$ cat src/rtl/pixel_assembler.sv
// pixel_assembler
//   Packs the post-header payload byte stream (R, G, B order) into 24-bit
//   RGB pixels. Each pixel carries its 0-based column/row coordinate, and the
//   last pixel of the frame raises frame_done.
//
// Ports
//   clk          system clock, all state updates on the rising edge
//   reset        asynchronous, active-high, clears all state
//   byte_in      payload byte from the header parser
//   byte_valid   byte_in holds a new payload byte this cycle
//   height       frame height in rows (latched on the first byte)
//   width        frame width in columns (latched on the first byte)
//   pixel        assembled pixel {R,G,B}, R in [23:16]
//   pixel_valid  one-cycle pulse, pixel/x/y valid
//   x, y         column / row of the current pixel
//   frame_done   level, high from the last pixel onwards
//   dim_error    level, width or height was 0 at frame start
//   overrun      sticky, a byte arrived after frame_done
module pixel_assembler #(
  parameter int DIM_W = 16
) (
  input  logic             clk,
  input  logic             reset,
  input  logic [7:0]       byte_in,
  input  logic             byte_valid,
  input  logic [DIM_W-1:0] height,
  input  logic [DIM_W-1:0] width,
  output logic [23:0]      pixel,
  output logic             pixel_valid,
  output logic [DIM_W-1:0] x,
  output logic [DIM_W-1:0] y,
  output logic             frame_done,
  output logic             dim_error,
  output logic             overrun
);

  localparam logic [1:0] ST_IDLE     = 2'd0;
  localparam logic [1:0] ST_ASSEMBLE = 2'd1;
  localparam logic [1:0] ST_DONE     = 2'd2;
  localparam logic [1:0] ST_ERROR    = 2'd3;

  localparam logic [DIM_W-1:0] DIM_ZERO = '0;
  localparam logic [DIM_W-1:0] DIM_ONE  = {{(DIM_W-1){1'b0}}, 1'b1};

  logic [1:0]       state_q, state_d;
  logic [1:0]       idx_q, idx_d;
  logic [DIM_W-1:0] col_q, col_d;
  logic [DIM_W-1:0] row_q, row_d;
  logic [DIM_W-1:0] w_q, w_d;
  logic [DIM_W-1:0] h_q, h_d;
  logic [7:0]       r_q, r_d;
  logic [7:0]       g_q, g_d;
  logic [23:0]      pixel_q, pixel_d;
  logic             pv_q, pv_d;
  logic [DIM_W-1:0] x_q, x_d;
  logic [DIM_W-1:0] y_q, y_d;
  logic             fd_q, fd_d;
  logic             de_q, de_d;
  logic             ov_q, ov_d;

  logic last_col;
  logic last_row;

  // End-of-row / end-of-frame come from comparing the running counters with
  // the latched dimensions, so no width*height product is ever formed.
  assign last_col = (col_q == (w_q - DIM_ONE));
  assign last_row = (row_q == (h_q - DIM_ONE));

  always_comb begin
    state_d = state_q;
    idx_d   = idx_q;
    col_d   = col_q;
    row_d   = row_q;
    w_d     = w_q;
    h_d     = h_q;
    r_d     = r_q;
    g_d     = g_q;
    pixel_d = pixel_q;
    pv_d    = 1'b0;
    x_d     = x_q;
    y_d     = y_q;
    fd_d    = fd_q;
    de_d    = de_q;
    ov_d    = ov_q;

    case (state_q)
      ST_IDLE: begin
        if (byte_valid) begin
          // Dimensions are frozen for the whole frame from the first byte.
          w_d = width;
          h_d = height;
          if ((width == DIM_ZERO) || (height == DIM_ZERO)) begin
            state_d = ST_ERROR;
            de_d    = 1'b1;
          end else begin
            r_d     = byte_in;
            idx_d   = 2'd1;
            state_d = ST_ASSEMBLE;
          end
        end
      end

      ST_ASSEMBLE: begin
        if (byte_valid) begin
          case (idx_q)
            2'd0: begin
              r_d   = byte_in;
              idx_d = 2'd1;
            end
            2'd1: begin
              g_d   = byte_in;
              idx_d = 2'd2;
            end
            default: begin
              pixel_d = {r_q, g_q, byte_in};
              pv_d    = 1'b1;
              x_d     = col_q;
              y_d     = row_q;
              idx_d   = 2'd0;
              if (last_col) begin
                col_d = DIM_ZERO;
                if (last_row) begin
                  // frame_done registers alongside the final pixel_valid.
                  fd_d    = 1'b1;
                  state_d = ST_DONE;
                end else begin
                  row_d = row_q + DIM_ONE;
                end
              end else begin
                col_d = col_q + DIM_ONE;
              end
            end
          endcase
        end
      end

      ST_DONE: begin
        if (byte_valid) begin
          ov_d = 1'b1;
        end
      end

      default: begin
        // ST_ERROR: every byte is dropped until reset.
      end
    endcase
  end

  always_ff @(posedge clk or posedge reset) begin
    if (reset) begin
      state_q <= ST_IDLE;
      idx_q   <= 2'd0;
      col_q   <= DIM_ZERO;
      row_q   <= DIM_ZERO;
      w_q     <= DIM_ZERO;
      h_q     <= DIM_ZERO;
      r_q     <= 8'd0;
      g_q     <= 8'd0;
      pixel_q <= 24'd0;
      pv_q    <= 1'b0;
      x_q     <= DIM_ZERO;
      y_q     <= DIM_ZERO;
      fd_q    <= 1'b0;
      de_q    <= 1'b0;
      ov_q    <= 1'b0;
    end else begin
      state_q <= state_d;
      idx_q   <= idx_d;
      col_q   <= col_d;
      row_q   <= row_d;
      w_q     <= w_d;
      h_q     <= h_d;
      r_q     <= r_d;
      g_q     <= g_d;
      pixel_q <= pixel_d;
      pv_q    <= pv_d;
      x_q     <= x_d;
      y_q     <= y_d;
      fd_q    <= fd_d;
      de_q    <= de_d;
      ov_q    <= ov_d;
    end
  end

  assign pixel       = pixel_q;
  assign pixel_valid = pv_q;
  assign x           = x_q;
  assign y           = y_q;
  assign frame_done  = fd_q;
  assign dim_error   = de_q;
  assign overrun     = ov_q;

endmodule
$ cat config.mk
export PLATFORM = sky130hd
export DESIGN_NAME = pixel_assembler
export DESIGN_NICKNAME = d
export VERILOG_FILES = /design/src/rtl/pixel_assembler.sv
export SDC_FILE = /design/constraint.sdc
export NUM_CORES = 1
export LEC_CHECK = 0
export CAP_MARGIN = 5
export CORE_ASPECT_RATIO = 1.5
export CORE_UTILIZATION = 34
export DETAILED_ROUTE_END_ITERATION = 12
export HOLD_SLACK_MARGIN = 0.12
export SYNTH_ARGS = -nofsm -noshare
export SYNTH_HDL_FRONTEND = slang
export SYNTH_SLANG_ARGS = --single-unit
export TNS_END_PERCENT = 20
$ cat constraint.sdc
create_clock -name clk -period 7.7 [get_ports clk]
set_input_delay 2.31 -clock clk [delete_from_list [all_inputs] [get_ports clk]]
set_output_delay 2.31 -clock clk [all_outputs]
set_load 0.1 [all_outputs]
**Yosys cells after proc, flatten, opt, wreduce, memory -nomap -nowiden**

Index checks and enable logic that the tools add are counted.

- Output and inout bits: 60
- Flip-flop bits (word level): 144

- Mux-type cells: 21
- Equal/unequal tests: 12
- Bitwise gates (word level): 2
- $add $sub $neg: 4
- Reductions and logical operators: 17

Operators with widths:

| operator | number |
|---|---|
| $add 16x1->16 const B | 2 |
| $eq 16x16->1 | 2 |
| $logic_not 16->1 | 2 |
| $mux 8 | 4 |
| $sub 16x1->16 const B | 2 |
| $mux 2 | 9 |
| $mux 16 | 1 |
| $pmux 8 s2 | 1 |
| $reduce_and 5->1 | 3 |
| $ne 2x2->1 const B | 7 |
| $pmux 2 s2 | 3 |
| $reduce_and 3->1 | 3 |
| $reduce_and 6->1 | 1 |
| $eq 2x1->1 const B | 2 |
| $logic_not 2->1 | 2 |
| $reduce_and 2->1 | 2 |
| $reduce_and 4->1 | 1 |
| $mux 1 | 3 |
| $eq 2x2->1 const B | 1 |
| $not 1->1 | 2 |
| $reduce_bool 2->1 | 1 |
| $reduce_or 2->1 | 1 |
| $logic_or 1x1->1 | 1 |

**Logic depth before layout (Yosys ltp)**

Gate-level depths: netlist of the first run.

- Depth after elaboration: 7
- Mapped depth: 11
- Gate-level depth less buffers: 9

**Worst setup path after synthesis of the first run**

Ideal clock, no wire load.

- Path kind: input -> register
- From: input byte_valid
- To: register row_q[7]
- Setup time: 0.079 ns
- Setup slack: 3.825 ns
- Stages: 8
- Arrival time: 3.796 ns
- Path through: nor2b_1 nand3_1 inv_1 nand2_1 a2111oi_0 nand4_1 nor3b_1 xor2_1

- Word-level cells in the longest chain between the ends: 1

Ends and longest elaborated chain:

| what | RTL line | source |
|---|---|---|
| from (decl) | 25 | `input logic byte_valid,` |
| $reduce_and 5->1 (no line) | -- |  |
| to (signal assigned) | 170 | `row_q <= row_d;` |
| to (decl) | 48 | `logic [DIM_W-1:0] row_q, row_d;` |

Every way passes these cells.
A chain may end at the register's enable or synchronous reset.

**Worst setup path after layout of the first run**

- From: input byte_valid
- To: register row_q[15]

The elaborated chain is that of the path after synthesis.

==> results of run 1 <==
-- registers in the layout, summed over array words and instances (netlist names) --
signal       count
col_q           16
dim_error        1
frame_done       1
g_q              8
h_q             16
idx_q            2
overrun          1
pixel           24
pixel_valid      1
r_q              8
row_q           16
state_q          2
w_q             16
x               16
y               16
-- Yosys cell counts, drive strengths merged (3+ instances only) --
| cell type | count |
|---|---|
| inv | 12 |
| or3 | 3 |
| buf | 11 |
| ha | 4 |
| nor2b | 7 |
| or2 | 4 |
| a211oi | 4 |
| and2 | 14 |
| dfrtp | 144 |
| nor3 | 19 |
| nor4b | 4 |
| xor2 | 32 |
| nor4 | 25 |
| a21o | 4 |
| nand2 | 181 |
| or4 | 8 |
| nand4 | 21 |
| nand3 | 13 |
| o31ai | 4 |
| nand4b | 3 |
| xnor2 | 30 |
| clkbuf | 26 |
| mux2 | 45 |
| nand2b | 5 |
| a21oi | 13 |
| nor3b | 3 |
| nor2 | 24 |
| o21ai | 14 |
-- critical path, cell delays in order --
cell             delay [ns]
clkdlybuf4s50_1        0.51
nor2b_1                0.30
nand3_2                0.33
inv_2                  0.59
nand2_1                0.21
a2111oi_0              0.43
nand4_1                0.26
nor3_1                 0.31
xor2_1                 0.16
-- routing by layer --
| layer | part of all wire [%] | track usage, % |
|---|---|---|
| met1 | 40 | 19.3 |
| met2 | 55 | 33.1 |
| met3 | 2.9 | 3.68 |
| met4 | 2.4 | 7.81 |
| met5 | 0 | 0 |
-- per-stage QoR --
| step | hold slack, ns | cell area, um^2 |
|---|---|---|
| final | 0.454 | 8910 |
| after global routing | 0.477 | 8910 |
| after CTS | 0.459 | 8910 |
| after detailed placement | 0.445 | 8300 |
| after global placement | 0.442 | 8300 |
| after floorplan | 0.433 | 7070 |
-- worst paths after layout --
check	start	endpoint	slack (ns)
worst max-delay path	byte_valid	row_q[15]	2.62
worst min-delay path	dim_error	dim_error	0.45
worst max register to register	w_q[0]	row_q[12]	3.61
worst min register to register	dim_error	dim_error	0.45
max in group asynchronous	reset	w_q[10]	4.07
min in group asynchronous	reset	pixel[22]	2.45
-- logic make-up after synthesis --
family	after synthesis
xor gates and xnor gates	63
DFF	144
and+or+nand+nor	346
adders and majority gates	4
AOI/OAI and AO/OA	56
buffers and inverters	49
muxes	45
-- where the power goes --
part           switching (uW)  internal (uW)
combinational             846            318
clock                     365            473
sequential                148            917
total                    1360           1710
-- final cells by class --
cell class | instances | area (um^2) | area share (%)
clock buffer | 18 | 439 | 4.93
clock inverter | 14 | 166 | 1.87
inverter | 12 | 50.0 | 0.562
multi-input combinational | 514 | 3260 | 36.6
sequential | 144 | 3600 | 40.5
tap | 264 | 330 | 3.71
timing repair buffer | 107 | 1060 | 11.9
==> qor.yml, run 1 <==
outcome: "completed"
port-buffer-count: 102
required_ns: 8.06
hold_class: "flop to flop"
worstPathMaxFanout: 35
rsz0062_at_grt: "no"
via_per_inst: 5.01
drv_cap: 0
synth_flop_cell: "dfrtp_1"
wire_per_inst_um: 16.7
synth_compound_area_share_pct: 5.40
yosysWarnings: 0
dp_cells: 1041
clk_pin_slew_ns: 0.06
clock-sinks: 144
fmax_ghz: 0.197
synth-seq-area-share_pct: 51.0
cts_hold_buf: 0
ir_worst_vdd_uv: 302
relSlewSlack_pct: 30.9
drt_wl_total_mm: 17.9
reg2reg_depth: 9
syn-num-nets: 754
postRouteAntennaNets: 0
fp.dieW_um: 120
final_nets: 843
area_delta_synth_final_pct: 26.0
start_util_pct: 34.6
arrival_ns: 5.44
drt_pass1_iterations: 6
syn_area_um2: 7070
power.total_uw: 3070
synthMuxAreaShare_pct: 7.17
root_buffer: "clkbuf_16"
most-common-layout-cells: "181 x nand2_1, 144 x dfrtp_1, 102 x clkdlybuf4s50_1"
grt_usage_pct: 17.8
io_pins: 103
overflow: 0
min_period_over_period_pct: 66.0
fin_cells: 1073
h-tree-depth: 4
syn_inst: 707
synth_top_area_share_pct: 51.0
insertion_delay_ns: 0.43
grt_pass1_vias: 5479
place_ws_ns: 2.18
post-route-util_pct: 43.6
ys_top_cells_by_area: "dfrtp_1 51%, nand2_1 9.6%, mux2_2 7.0%"
layout_commonest_cell: "nand2_1"
yosys.area_share.simple_pct: 24.7
p_per_area_nw_per_um2: 344
worstHoldPathCells: 1
cts_buffers: 17
drive_above_1_share_pct: 12.2
post_cts_buffers: 0
grt_max_degree: 105
skew_ns: 0.0149
cts_max_path_buffers: 2
synthArstFlopShare_pct: 100
start_kind: "primary input"
fp-row-count: 64
vias: 5377
max_slew.worst_pin.slew_ns: 1.03
die_h_um: 179
coreArea_um2: 20400
grt_pass1_wl_mm: 29.2
drt-initial-drc-count: 207
fillers: 1975
endpoint_kind: "flop"
yosysTopAreaCell: "dfrtp_1"
setup_viol: 0
synth_xor_area_share_pct: 8.00
cts_resized: 0
synth-seq-cells: 144
slew_viol_final: 0
synth.avg_cell_area_um2: 10.0
cts_tree: "yes"
n_antenna_cell: 0
dieArea_um2: 21400
synth-edff-count: 0
antenna_found_initial: 0
path_class: "primary input to flop"
hold_violations: 0
timing.final.crit_period_ns: 5.08
p_leak_uw: 0.00400
tns_ns: 0
dp_hpwl_mm: 12.9
route.detailed.drc: 0
worst_slack_ns: 2.62
synth_adder_area_share_pct: 0.708
synth_top_family_by_area: "simple AND/OR/NAND/NOR gates"
globalplace.congestion: 0.809
yosysUniqueCellTypes: 60
Note: power is estimated with default switching activity, not from simulation.
==> run 2: changes to the inputs <==
clock period = 4.7 ns   (was 7.7 ns; I/O delays follow)
==> qor.yml, run 2 (synthesis results as in run 1) <==
outcome: "completed"
path_class: "primary input to flop"
io_pins: 103
globalplace.congestion: 0.839
timing.final.crit_period_ns: 3.79
worstPathMaxFanout: 64
layout_commonest_cell: "nand2_1"
cts_buffers: 17
postRouteAntennaNets: 0
die_h_um: 179
cp_cell_sequence: "clkdlybuf4s50_1, nor2b_1, nand3_2, buf_4, a21oi_1, nand4_1, or4b_1, xnor2_1"
final_nets: 846
cts_hold_buf: 0
vias: 5450
hold_violations: 0
insertion_delay_ns: 0.43
crit_family: "simple AND/OR/NAND/NOR gates"
p_leak_uw: 0.00402
drt_wl_total_mm: 17.8
drt-initial-drc-count: 347
hold_class: "flop to flop"
max_stage_delay_ns: 0.64
fp-row-count: 64
skew_ns: 0.00785
via_per_inst: 5.07
clk_pin_slew_ns: 0.06
cts_tree: "yes"
power_frac_comb_pct: 38.1
largest_reg_flops: 24
endpoint_kind: "flop"
setup_viol: 0
start_kind: "primary input"
relSlewSlack_pct: 31.5
post_cts_buffers: 0
clock-sinks: 144
design_area_um2: 8960
grt_usage_pct: 17.7
grt_max_degree: 68
coreArea_um2: 20400
min_period_over_period_pct: 80.6
p_switching_uw: 2210
dieArea_um2: 21400
p_sw_share_pct: 43.7
overflow: 0
cp_slowest_cell: "or4b_1"
p_int_uw: 2840
n_antenna_cell: 0
dp_hpwl_mm: 12.5
h-tree-depth: 4
start_util_pct: 34.6
p_per_area_nw_per_um2: 564
cts_max_path_buffers: 2
tns_ns: 0
cts_resized: 0
fp.dieW_um: 120
rsz0062_at_grt: "no"
seqPwrFrac_pct: 34.3
p_clk_share_pct: 27.5
required_ns: 5.00
route.detailed.drc: 0
dpl_cell_area_um2: 8350
area_delta_synth_final_pct: 26.7
root_buffer: "clkbuf_16"
drive_above_1_share_pct: 12.6
fmax_ghz: 0.264
port-buffer-count: 102
grt_pass1_wl_mm: 29.0
drv_cap: 0
r2r_slack_ns: 1.10
ir_worst_vdd_uv: 435
antenna_found_initial: 0
cp_num_buf_inv: 2
max_slew.worst_pin.slew_ns: 1.02
arrival_ns: 4.09
drt_pass1_iterations: 5
slew_viol_final: 0
wire_per_inst_um: 16.5
grt_pass1_vias: 5473
most-common-layout-cells: "181 x nand2_1, 144 x dfrtp_1, 102 x clkdlybuf4s50_1"
run 2: layout make-up:
cell class / instances / area (um^2)
Tap cell: 264 / 330
Timing Repair Buffer: 110 / 1110
Clock inverter: 14 / 169
Multi-Input combinational cell: 514 / 3260
Clock buffer: 18 / 439
Fill cell: 1990 / 11500
Sequential cell: 144 / 3600
Inverter: 12 / 48.8
run 2: per-layer routing:
metal / part of all wire (%) / vias up / routed length, um / GRT usage [%]
met5: 0 / - / 0 / 0
met2: 54 / 123 / 9570 / 31.9
met4: 2.5 / 0 / 450 / 7.55
li1: - / 2623 / - / -
met1: 41 / 2674 / 7260 / 20.3
met3: 2.9 / 30 / 517 / 3.36
run 2: final timing paths:
check                      startpoint         to  cells past startpoint
hold / removal                 r_q[3]  pixel[19]                      2
max in group asynchronous       reset       y[3]                      3
min in group asynchronous       reset      x[13]                      2
setup reg to reg               w_q[0]  row_q[12]                      9
setup / recovery           byte_valid  row_q[12]                      8
hold reg to reg                r_q[3]  pixel[19]                      2
run 2: per-stage QoR:
| step | hold slack, ns | power, uW | instances | setup WS [ns] | util, % |
|---|---|---|---|---|---|
| 6_report | 0.464 | 5050 | 1076 | 0.911 | 43.9 |
| 5_1_grt | 0.490 | 5300 | 1076 | 0.679 | 43.9 |
| 4_1_cts | 0.468 | 5110 | 1076 | 0.899 | 43.9 |
| 3_5_place_dp | 0.452 | 3690 | 1044 | 0.462 | 40.9 |
| 3_3_place_gp | 0.443 | 3680 | 1044 | 0.476 | 40.9 |
| 2_1_floorplan | 0.433 | 3200 | 707 | 1.48 | - |
run 2: worst register-to-register path: stages (launching register included):
cell     delay (ns)
dfrtp_1        0.44
inv_1          0.10
ha_1           0.22
or3b_2         0.49
or4_1          0.50
xnor2_1        0.19
nor4_4         0.35
nand4_1        0.43
or4b_1         0.64
xnor2_1        0.14
run 2: power groups by stage:
stage | Combinational [uW] | Sequential, uW | Clock [uW]
final | 1930 | 1740 | 1390
after floorplan | 540 | 2660 | 0
after CTS | 1940 | 1740 | 1430
after global placement | 1930 | 1750 | 0
after detailed placement | 1940 | 1750 | 0
after global routing | 2030 | 1780 | 1490
